## config.mk

```make
export PLATFORM = sky130hd
export DESIGN_NAME = sim_run_ctrl
export DESIGN_NICKNAME = d
export VERILOG_FILES = /design/src/rtl/sim_run_ctrl.sv
export SDC_FILE = /design/constraint.sdc
export NUM_CORES = 1
export LEC_CHECK = 0
export CAP_MARGIN = 5
export CORE_ASPECT_RATIO = 0.5
export CORE_UTILIZATION = 49
export CTS_BUF_LIST = sky130_fd_sc_hd__clkbuf_8
export CTS_CLUSTER_SIZE = 14
export DETAILED_ROUTE_END_ITERATION = 16
export PLACE_DENSITY_LB_ADDON = 0.05
export SLEW_MARGIN = 20
export SYNTH_ARGS = -nofsm -noshare
export SYNTH_HDL_FRONTEND = slang
export SYNTH_SLANG_ARGS = --single-unit
```

## constraint.sdc

```tcl
create_clock -name clock -period 2.99 [get_ports clock]
set_input_delay 0.598 -clock clock [delete_from_list [all_inputs] [get_ports clock]]
set_output_delay 0.598 -clock clock [all_outputs]
set_load 0.02 [all_outputs]
```

## src/rtl/sim_run_ctrl.sv

```systemverilog
// Run controller: cycle counter, prioritised fail/finish/timeout verdict, dump window, verdict report port.
// Latency: verdict latched at the edge ending the deciding RUN cycle; status_valid rises DRAIN_CYC+1 cycles later.
// Backpressure: status_* held in REPORT until status_ready; optional watchdog built only with SIM_RUN_CTRL_WDOG_EN.
module sim_run_ctrl #(
  parameter int N_CH      = 4,
  parameter int CNT_W     = 64,
  parameter int DRAIN_CYC = 16,
  parameter int WDOG_CYC  = 4096,
  localparam int CH_W     = (N_CH > 1) ? $clog2(N_CH) : 1
) (
  input  logic             clock,
  input  logic             reset,
  input  logic             start,
  input  logic [CNT_W-1:0] max_cycles,
  input  logic [CNT_W-1:0] dump_start,
  input  logic [CNT_W-1:0] dump_stop,
  input  logic [N_CH-1:0]  finish,
  input  logic [N_CH-1:0]  fail,
  input  logic             progress,
  output logic             running,
  output logic             dump_en,
  output logic             status_valid,
  input  logic             status_ready,
  output logic [2:0]       status_reason,
  output logic [CH_W-1:0]  status_chan,
  output logic [CNT_W-1:0] status_cycles,
  output logic             done
);

  localparam logic [2:0] S_IDLE   = 3'd0;
  localparam logic [2:0] S_RUN    = 3'd1;
  localparam logic [2:0] S_DRAIN  = 3'd2;
  localparam logic [2:0] S_REPORT = 3'd3;
  localparam logic [2:0] S_DONE   = 3'd4;

  localparam logic [2:0] R_PASS    = 3'd1;
  localparam logic [2:0] R_FAIL    = 3'd2;
  localparam logic [2:0] R_TIMEOUT = 3'd3;
  localparam logic [2:0] R_WDOG    = 3'd4;

  // Drain counter runs 0..DRAIN_CYC-1; with DRAIN_CYC=0 the DRAIN state is never entered.
  localparam int DRAIN_W = (DRAIN_CYC > 1) ? $clog2(DRAIN_CYC) : 1;
  localparam logic [DRAIN_W-1:0] DRAIN_LAST = DRAIN_W'((DRAIN_CYC > 0) ? DRAIN_CYC - 1 : 0);

  logic [2:0]         state_q, state_d;
  logic [CNT_W-1:0]   count_q, count_d;
  logic [DRAIN_W-1:0] drain_q, drain_d;
  logic [CNT_W-1:0]   max_q, dstart_q, dstop_q;
  logic [2:0]         reason_q;
  logic [CH_W-1:0]    chan_q;
  logic [CNT_W-1:0]   cycles_q;

  logic [CH_W-1:0]    fail_idx, fin_idx;
  logic               timeout_hit, wdog_hit;
  logic               verdict;
  logic [2:0]         v_reason;
  logic [CH_W-1:0]    v_chan;

`ifdef SIM_RUN_CTRL_WDOG_EN
  localparam int WDOG_W = $clog2(WDOG_CYC + 1);
  localparam logic [WDOG_W-1:0] WDOG_LIM = WDOG_W'(WDOG_CYC);
  logic [WDOG_W-1:0] wdog_q;

  assign wdog_hit = (wdog_q >= WDOG_LIM);

  // Watchdog: cleared on RUN entry and on each progress pulse, otherwise counts up to the limit.
  always_ff @(posedge clock) begin
    if (!reset) begin
      wdog_q <= '0;
    end else if (state_q == S_IDLE && start) begin
      wdog_q <= '0;
    end else if (state_q == S_RUN) begin
      if (progress)      wdog_q <= '0;
      else if (!wdog_hit) wdog_q <= wdog_q + 1'b1;
    end
  end
`else
  // Without the watchdog, progress and WDOG_CYC have no function.
  logic unused_wdog;
  assign unused_wdog = progress | (WDOG_CYC == 0);
  assign wdog_hit    = 1'b0;
`endif

  assign timeout_hit = (max_q != '0) && (count_q >= max_q);

  // Lowest-index requester per source type: scan downward so the lowest set bit is written last.
  always_comb begin
    fail_idx = '0;
    fin_idx  = '0;
    for (int i = N_CH - 1; i >= 0; i--) begin
      if (fail[i])   fail_idx = CH_W'(i);
      if (finish[i]) fin_idx  = CH_W'(i);
    end
  end

  // Verdict priority: fail > finish > timeout > watchdog.
  always_comb begin
    verdict  = 1'b0;
    v_reason = 3'd0;
    v_chan   = '0;
    if (|fail) begin
      verdict  = 1'b1;
      v_reason = R_FAIL;
      v_chan   = fail_idx;
    end else if (|finish) begin
      verdict  = 1'b1;
      v_reason = R_PASS;
      v_chan   = fin_idx;
    end else if (timeout_hit) begin
      verdict  = 1'b1;
      v_reason = R_TIMEOUT;
    end else if (wdog_hit) begin
      verdict  = 1'b1;
      v_reason = R_WDOG;
    end
  end

  // Next-state logic for the run FSM, cycle counter and drain counter.
  always_comb begin
    state_d = state_q;
    count_d = count_q;
    drain_d = drain_q;
    case (state_q)
      S_IDLE: begin
        if (start) begin
          state_d = S_RUN;
          count_d = '0;
        end
      end
      S_RUN: begin
        if (count_q != {CNT_W{1'b1}}) count_d = count_q + 1'b1;
        if (verdict) begin
          state_d = (DRAIN_CYC > 0) ? S_DRAIN : S_REPORT;
          drain_d = '0;
        end
      end
      S_DRAIN: begin
        if (drain_q == DRAIN_LAST) state_d = S_REPORT;
        else                       drain_d = drain_q + 1'b1;
      end
      S_REPORT: begin
        if (status_ready) state_d = S_DONE;
      end
      S_DONE: begin
        state_d = S_DONE;
      end
      default: begin
        state_d = S_IDLE;
      end
    endcase
  end

  // State registers; limits captured on start, verdict fields captured on the deciding RUN cycle.
  always_ff @(posedge clock) begin
    if (!reset) begin
      state_q  <= S_IDLE;
      count_q  <= '0;
      drain_q  <= '0;
      max_q    <= '0;
      dstart_q <= '0;
      dstop_q  <= '0;
      reason_q <= '0;
      chan_q   <= '0;
      cycles_q <= '0;
    end else begin
      state_q <= state_d;
      count_q <= count_d;
      drain_q <= drain_d;
      if (state_q == S_IDLE && start) begin
        max_q    <= max_cycles;
        dstart_q <= dump_start;
        dstop_q  <= dump_stop;
      end
      if (state_q == S_RUN && verdict) begin
        reason_q <= v_reason;
        chan_q   <= v_chan;
        cycles_q <= count_q;
      end
    end
  end

  logic show_status;
  assign show_status = (state_q == S_REPORT) || (state_q == S_DONE);

  assign running       = (state_q == S_RUN);
  assign status_valid  = (state_q == S_REPORT);
  assign done          = (state_q == S_DONE);
  assign status_reason = show_status ? reason_q : '0;
  assign status_chan   = show_status ? chan_q   : '0;
  assign status_cycles = show_status ? cycles_q : '0;

  // Count is frozen during DRAIN, so the window state there follows the count one past the verdict.
  assign dump_en = ((state_q == S_RUN) || (state_q == S_DRAIN)) &&
                   (count_q >= dstart_q) &&
                   ((dstop_q == '0) || (count_q < dstop_q));

endmodule

```

==> results by stage <==
Outcome:
- The run finished, with violations left.
- The final reports fail on negative setup slack.

Route:
- The number of iterations in the first detailed-routing pass is 5.
- The first routing iteration left 1084 violations.
- Once detail routing completed, the nets flagged for antenna violations numbered 0.
- In the routed layout, each cell is associated on average with a via count of 5.25.
- In the routed design, unresolved DRC markers number 0.
- The via count of the routed design is 17.3k.
- For this block, the routed nets add up to 56.7 mm of wire.
- The average routed wire per standard cell is 17.2 um.

Pwr:
- The power after layout is 10.5 mW.
- The clock group share of total power is 0.356.
- The largest voltage drop on the vdd net is 0.302 mV.
- The share of total power dissipated in combinational logic is 0.195.
- The switching power is 3.01 mW.
- The share of total power dissipated in sequential elements is 0.449.
- The total leakage power is 11.5 nW.
- In this run the power density over the cells is 420 nW/um2.
- Of the total power, the share spent switching nets is 0.287.
- The internal portion of the total power is 7.48 mW.

Hold path:
- The type of the most critical hold path is reg2reg.
- The worst hold path passes through 2 cells.

Logic synthesis:
- The average cell area after synthesis is 7.93 um2.
- The distinct cell type count after synthesis is 68.
- Of the post-synthesis cell area, the dominant cell type holds 0.371.
- Yosys mapped a number of flops with a built-in enable equal to 0.
- After synthesis the cells add up to 17800 um2.
- The share of synthesized registers carrying an async set or reset is 0.
- Synthesis produced 2249 cells.
- The total of flip-flops plus latches after synthesis is 331.
- Synthesis produced a netlist with a net count of 2647.
- Of the synthesized area, sequential elements account for 0.371.
- The largest area contributor in the netlist is sky130_fd_sc_hd__dfxtp_1.
- The predominant post-synthesis flop cell is sky130_fd_sc_hd__dfxtp_1.
- After synthesis, the cell types taking the most area are sky130_fd_sc_hd__dfxtp_1 37%, sky130_fd_sc_hd__ha_1 14%, sky130_fd_sc_hd__nand2_1 9.5%, sky130_fd_sc_hd__a21oi_1 7.1%, sky130_fd_sc_hd__inv_1 4.2%.
- During synthesis, Yosys emitted a total of 0 warnings.

STA:
- Derived from the worst setup path, the maximum achievable clock frequency is 257 MHz.
- Of the available clock period, the critical path in the final layout requires 1.30.
- The total setup violations reported at the end of the flow is 38.
- The clock arrives with 0.0314 ns of skew.
- The transition at the pin with the smallest max-transition slack is 0.616 ns.
- Headroom to the max-slew limit came out at 0.585.
- In the post-route analysis, the smallest setup slack over all paths is -0.900 ns.
- Setup repair after global routing could not meet its margin everywhere.
- The number of hold violations in the final report came to 0.
- For the finished layout, the period the worst path requires is 3.89 ns.
- The final count of pins violating max slew is 0.

Clock network:
- The number of H-tree levels is 2.
- The post-CTS clock slew at the launch and capture registers of the worst setup and hold paths is 0.07 ns.
- The clock latency of the later-clocked register in the worst-skew pair is 0.61 ns.
- The buffer depth of the longest clock path is 3.
- The TritonCTS clock tree is done.
- The clock root buffer is sky130_fd_sc_hd__clkbuf_8.
- The number of buffers created by CTS is 49.
- Clock tree synthesis found a total of 331 sinks.

Worst setup path:
- STA classifies the critical path endpoint as an output pin.
- The signal arrival time at the worst endpoint is 3.29 ns.
- The setup path with the least slack is of type reg2out.
- At the worst endpoint, the required time is 2.39 ns.
- The worst setup path is launched from a flip-flop.
- The peak fanout along the critical path is 3.
- The cell depth of the worst flop-to-flop path is 15.

Layout:
- The share of final-layout standard cells stronger than drive strength 1 is 0.167.
- The relative area change from synthesis to final layout is 39.9%.
- In the final design database the tool counted 3188 nets.
- The library cell used most frequently in the layout, excluding fill and tap cells, is sky130_fd_sc_hd__nand2_1.
- The library cells used most frequently in the layout, excluding fill and tap cells, are 453 x sky130_fd_sc_hd__nand2_1, 316 x sky130_fd_sc_hd__dfxtp_1, 265 x sky130_fd_sc_hd__buf_4, 244 x sky130_fd_sc_hd__a21oi_1, 212 x sky130_fd_sc_hd__inv_1.

GRT:
- The via count of the first global-routing pass came to 16.4k.
- The remaining global-route overflow is 0.
- For met1 alone, demand over resource in global routing was 0.405.
- Across every metal layer, demand over resource in global routing totals 0.299.
- The pin count of the biggest net entering global routing is 101.
- The highest-utilization routing layer at the global route stage is met2.
- The initial antenna violation count is 6.
- The wire length of the first global-routing pass is 86.8 mm.
- The met2 usage in global routing is 0.483.
- In the global route stage, met3 resource usage came out at 0.0533.

Placed design:
- The pre-CTS worst setup slack is -1.14 ns.
- Port buffering added 275 buffers.
- After legalization and detailed placement, the total HPWL measured 40.9 mm.
- Routability-driven placement finished with a final weighted congestion of 0.899.

Flow run:
- Across the run, the number of max-cap violations was 0.

Floorplanning:
- The height of the chip is 137 um.
- The initial utilization of the core area, before any placement, comes to 0.508.
- The core region is 35100 um2.
- The floorplan has 48 rows.
- The boundary pin count is 278.
- The horizontal extent of the die is 272 um.
- The die covers 37200 um2.
[stage by stage]
stage | cell area [um2] | TNS (ns) | instances | hold slack [ns] | utilization
2_1_floorplan | 17800 | 0 | 2249 | 0.427 | -
3_3_place_gp | 23100 | -25.11 | 3186 | 0.435 | 0.658
3_5_place_dp | 23100 | -27.51 | 3186 | 0.443 | 0.658
4_1_cts | 24700 | -4.99 | 3289 | 0.454 | 0.704
5_1_grt | 25000 | -6.47 | 3299 | 0.472 | 0.710
6_report | 25000 | -2.52 | 3302 | 0.453 | 0.711
[flip-flops by register name, summed over array words and instances, names as in the netlist]
signal,cells
chan_q,2
count_q,64
cycles_q,64
drain_q,4
dstart_q,64
dstop_q,64
max_q,64
reason_q,2
state_q,3
[power groups by stage]
stage	clock [mW]	combinational [mW]	sequential [mW]
2_1_floorplan	0	0.913	4.80
3_3_place_gp	0	1.80	4.80
3_5_place_dp	0	1.82	4.81
4_1_cts	3.77	1.99	4.71
5_1_grt	3.97	2.22	4.73
6_report	3.74	2.04	4.71
[worst max-delay path, stage by stage (launching register included)]
cell and delay, ns:
sky130_fd_sc_hd__dfxtp_2 0.35, sky130_fd_sc_hd__buf_6 0.11, sky130_fd_sc_hd__inv_4 0.04, sky130_fd_sc_hd__ha_4 0.24, sky130_fd_sc_hd__nand2b_1 0.09, sky130_fd_sc_hd__a21o_1 0.13
sky130_fd_sc_hd__a211oi_2 0.08, sky130_fd_sc_hd__o31ai_2 0.32, sky130_fd_sc_hd__a21oi_2 0.15, sky130_fd_sc_hd__o211a_4 0.31, sky130_fd_sc_hd__o41ai_4 0.28, sky130_fd_sc_hd__a31o_2 0.25
sky130_fd_sc_hd__o211a_1 0.20, sky130_fd_sc_hd__buf_6 0.13
[path summary, 6_finish.rpt]
check / startpoint / end / slack, ns
worst max register to register: count_q[41] / chan_q[1] / -0.17
worst min-delay path: dstart_q[17] / dstart_q[17] / 0.45
worst max-delay path: count_q[0] / dump_en / -0.90
worst min register to register: dstart_q[17] / dstart_q[17] / 0.45
[logic make-up (layout without fill, tap and decap cells)]
| kind of cell | count (synthesis) | count (layout) | share of synthesized area |
|---|---|---|---|
| DFF | 331 | 331 | 0.371 |
| AOI/OAI and AO/OA | 385 | 385 | 0.123 |
| and+or+nand+nor | 913 | 913 | 0.238 |
| adders and majority gates | 193 | 193 | 0.135 |
| buffers and inverters | 297 | 870 | 0.0644 |
| other | 1 | 6 | 0.000210 |
| xor gates and xnor gates | 62 | 62 | 0.0304 |
| muxes | 67 | 67 | 0.0376 |
[final cells by class]
type	instances	area, um2
Antenna cell	5	12.5
Clock buffer	64	881
Clock inverter	19	82.6
Fill cell	2986	10200
Inverter	200	761
Multi-Input combinational cell	1621	10500
Sequential cell	331	6650
Tap cell	475	594
Timing Repair Buffer	587	5470
[timing repair]
action,in CTS,in global routing
pin swaps,23,24
setup buffers,14,12
hold endpoints to repair,0,0
gates cloned,7,1
endpoints found under the setup margin,143,88
gates resized for setup,154,40
hold buffers,0,0
[synth_stat cells, drive strengths merged, types with 11 or more instances]
master / instances
nor2: 166
nor4: 46
mux2i: 67
o21ai: 39
and4: 13
dfxtp: 331
xnor2: 21
nor3: 13
a211oi: 11
xor2: 41
buf: 21
and2: 74
and3: 11
nand2b: 11
a21oi: 253
ha: 193
nand3: 39
nand4: 61
a21o: 42
inv: 200
clkbuf: 76
nand2: 454
[metal layers]
metal / routed length [um] / share of wire / up-vias
met5: 0 / 0 / -
met1: 26600 / 0.47 / 8128
met2: 25500 / 0.45 / 452
met4: 1230 / 0.022 / 0
met3: 3350 / 0.059 / 84
li1: - / - / 8679
Power figures use the tool's default switching activity.
==> RTL change (same settings) <==
Change the parameter `CNT_W` from 64 to 96.
--- a/src/rtl/sim_run_ctrl.sv
+++ b/src/rtl/sim_run_ctrl.sv
@@ -3,7 +3,7 @@
 // Backpressure: status_* held in REPORT until status_ready; optional watchdog built only with SIM_RUN_CTRL_WDOG_EN.
 module sim_run_ctrl #(
   parameter int N_CH      = 4,
-  parameter int CNT_W     = 64,
+  parameter int CNT_W     = 96,
   parameter int DRAIN_CYC = 16,
   parameter int WDOG_CYC  = 4096,
   localparam int CH_W     = (N_CH > 1) ? $clog2(N_CH) : 1
Ports: changed (resized dump_start, dump_stop, max_cycles and status_cycles); port bits go from 278 to 406. No check against the original RTL was run, so the function may have changed too.
==> RTL change against the original RTL <==
- the run still ends with negative setup slack left
- total power is 58% higher
- sequential cell count is 160 higher
- area after synthesis is 51% higher
- sequential share of layout area is 0.83 points lower
- worst hold slack worse by 0.0082 ns
- critical path depth is 1 lower
- final area is 54% higher
- sequential power is 51% higher
- synthesized cell count is 55% higher
- clock skew is 0.0053 ns lower
- non-clock buffer count is 349 higher
- wire length is 74% higher
- setup slack better by 0.0032 ns
==> RTL change: results (changes against the original RTL) <==
status complete, but fails checks; failing checks negative setup slack; 1st-iter DRT viols 2,067 (+91%); wire length of the first global-routing pass 148,200 µm (+71%); main flop type after synthesis dfxtp_1; clk root buf clkbuf_8; final worst clock skew 0.02608 ns (-0.005284 ns); Top Family by Delay on Critical Path compound AO/OA/AOI/OAI gates; number of H-tree levels 3 (+1); number of failing setup endpoints in the final timing report 164 (+330%); largest incremental delay on the critical path 0.38 ns (+0.03 ns); via count of the first global-routing pass 26,690 (+63%); fillers 4,508 (+51%); biggest area contributors in the synthesized netlist dfxtp_1 37%, ha_1 13%, nand2_1 12%, a21oi_1 7.1%, inv_1 4.3%; max-capacitance violation count 0 (unchanged); Worst Path Arrival 3.29 ns (about the same); layout cell share with drive strength beyond 1 19.98% (+3.3 points); Critical Path Fanout Max 2 (-1); commonest cells in the synthesized netlist 857 x nand2_1, 491 x dfxtp_1, 382 x a21oi_1; final critical-path setup slack -0.8968 ns (+0.003183 ns); async set-reset flop share out of synthesis 0% (unchanged); synthesized netlist net count 4,072 (+54%); number of distinct library cells after synthesis 63 (-7.4%); number of clock buffers inserted by TritonCTS 75 (+53%); clock slew at reported path FFs 0.07 ns (about the same); total routed wirelength 98,490 µm (+74%); maximum number of pins on one net before global-route repair 114 (+13%); drt via density 5.434 (+3.5%); HPWL after detailed placement 72,990 µm (+78%); number of antenna violations at the first check in global routing 6 (unchanged); Cell Area, Placed 0.03530 mm² (+53%); routability congestion estimate from global placement 0.9386 (+4.4%); static leakage power 16.42 nW (+43%); worst rel slew slack 41.95% (-17 points); Setup TNS Final -69.05 ns (-66.54 ns); number of I/O port buffers 403 (+47%); YS warnings 0 (unchanged); Pins Over Slew Limit 0 (unchanged); number of detailed-routing iterations run before antenna repair 6 (+1); fraction of the yosys area taken by sequential cells 36.57% (-0.57 points); slack of the worst reg-to-reg path -0.72 ns (-0.55 ns); Peak supply drop 0.3605 mV (+19%); class of the worst hold path input port to register; clock latency on the worst-skew pair 0.67 ns (+0.06 ns); Hold WS 0.4452 ns (-0.008190 ns); CP max stage cell a2111oi_4; overall fraction of global-route tracks in use 34.08% (+4.2 points); total number of nets in the final design 4,922 (+54%); buffer depth of the longest clock path 3 (unchanged)
[RTL change: changes by cell type after synthesis, sizes merged, moves of 32 or more]
| cell | unedited run | this run |
|---|---|---|
| nand2 | 454 | 857 |
| dfxtp | 331 | 491 |
| a21oi | 253 | 383 |
| inv | 200 | 306 |
| ha | 193 | 289 |
| clkbuf | 76 | 147 |
| nor3 | 13 | 52 |
| xnor2 | 21 | 59 |
| and2 | 74 | 106 |
[RTL change: power by group]
part | internal, mW | total, mW | switching [mW]
Combinational | 1.80 | 3.91 | 2.11
Sequential | 6.88 | 7.09 | 0.205
Clock | 2.79 | 5.60 | 2.81
Total | 11.5 | 16.6 | 5.13
[RTL change: cell type report]
cell class | instances | area (µm²) | share of cell area, %
inverters | 306 | 1156 | 3.003
flip-flops and latches | 491 | 9933 | 25.81
repair buffers | 936 | 8627 | 22.41
clock inverters | 31 | 143.9 | 0.3738
well taps | 713 | 892.1 | 2.318
clock buffers | 93 | 1280 | 3.325
multi-input cells | 2522 | 16450 | 42.73
diodes | 5 | 12.51 | 0.03250
[RTL change: timing repair]
item / 4_1_cts / 5_1_grt
gates resized for setup: 288 / 155
gates cloned: 6 / 4
hold buffers: 0 / 0
pin swaps: 45 / 83
endpoints found under the hold margin: 0 / 0
setup endpoints to repair: 298 / 286
setup buffers: 20 / 15
[RTL change: logic make-up (layout without fill, tap and decap cells)]
family / Yosys count / after routing / synth area share, %
compound gates: 573 / 573 / 12.13
xor+xnor: 88 / 88 / 2.867
fa+ha+maj: 289 / 289 / 13.45
buf+inv: 469 / 1366 / 6.763
flops: 491 / 491 / 36.57
mux: 98 / 98 / 3.649
other cells: 1 / 6 / 0.01395
simple gates: 1473 / 1473 / 24.56
[RTL change: worst min-delay path: stages]
cell and delay (ns):
buf_6 0.12, buf_12 0.18, nand2_1 0.11, mux2i_1 0.05
[RTL change: worst paths after layout]
path / from / to / cells after the start
max: dstop_q[27]$_SDFFE_PN0P_ / dump_en / 12
min: reset / cycles_q[26]$_SDFFE_PN0P_ / 4
max reg2reg: max_q[65]$_SDFFE_PN0P_ / cycles_q[93]$_SDFFE_PN0P_ / 15
min reg2reg: dstart_q[40]$_SDFFE_PN0P_ / dstart_q[40]$_SDFFE_PN0P_ / 2
[RTL change: metal layers]
layer / vias up / global-route usage (%) / share of wire [%]
met3: 150 / 5.744 / 7.6
li1: 13390 / - / -
met5: - / 0 / 0.013
met2: 910 / 52.89 / 44
met4: 2 / 8.515 / 2.1
met1: 13250 / 48.84 / 47
[RTL change: per-stage QoR]
| step | setup WS (ns) | std cells |
|---|---|---|
| after global placement | -1.208 | 4934 |
| after CTS | -0.9147 | 5082 |
| after global routing | -1.065 | 5095 |
| after floorplan | -0.01971 | 3482 |
| after detailed placement | -1.256 | 4934 |
| final | -0.8968 | 5097 |
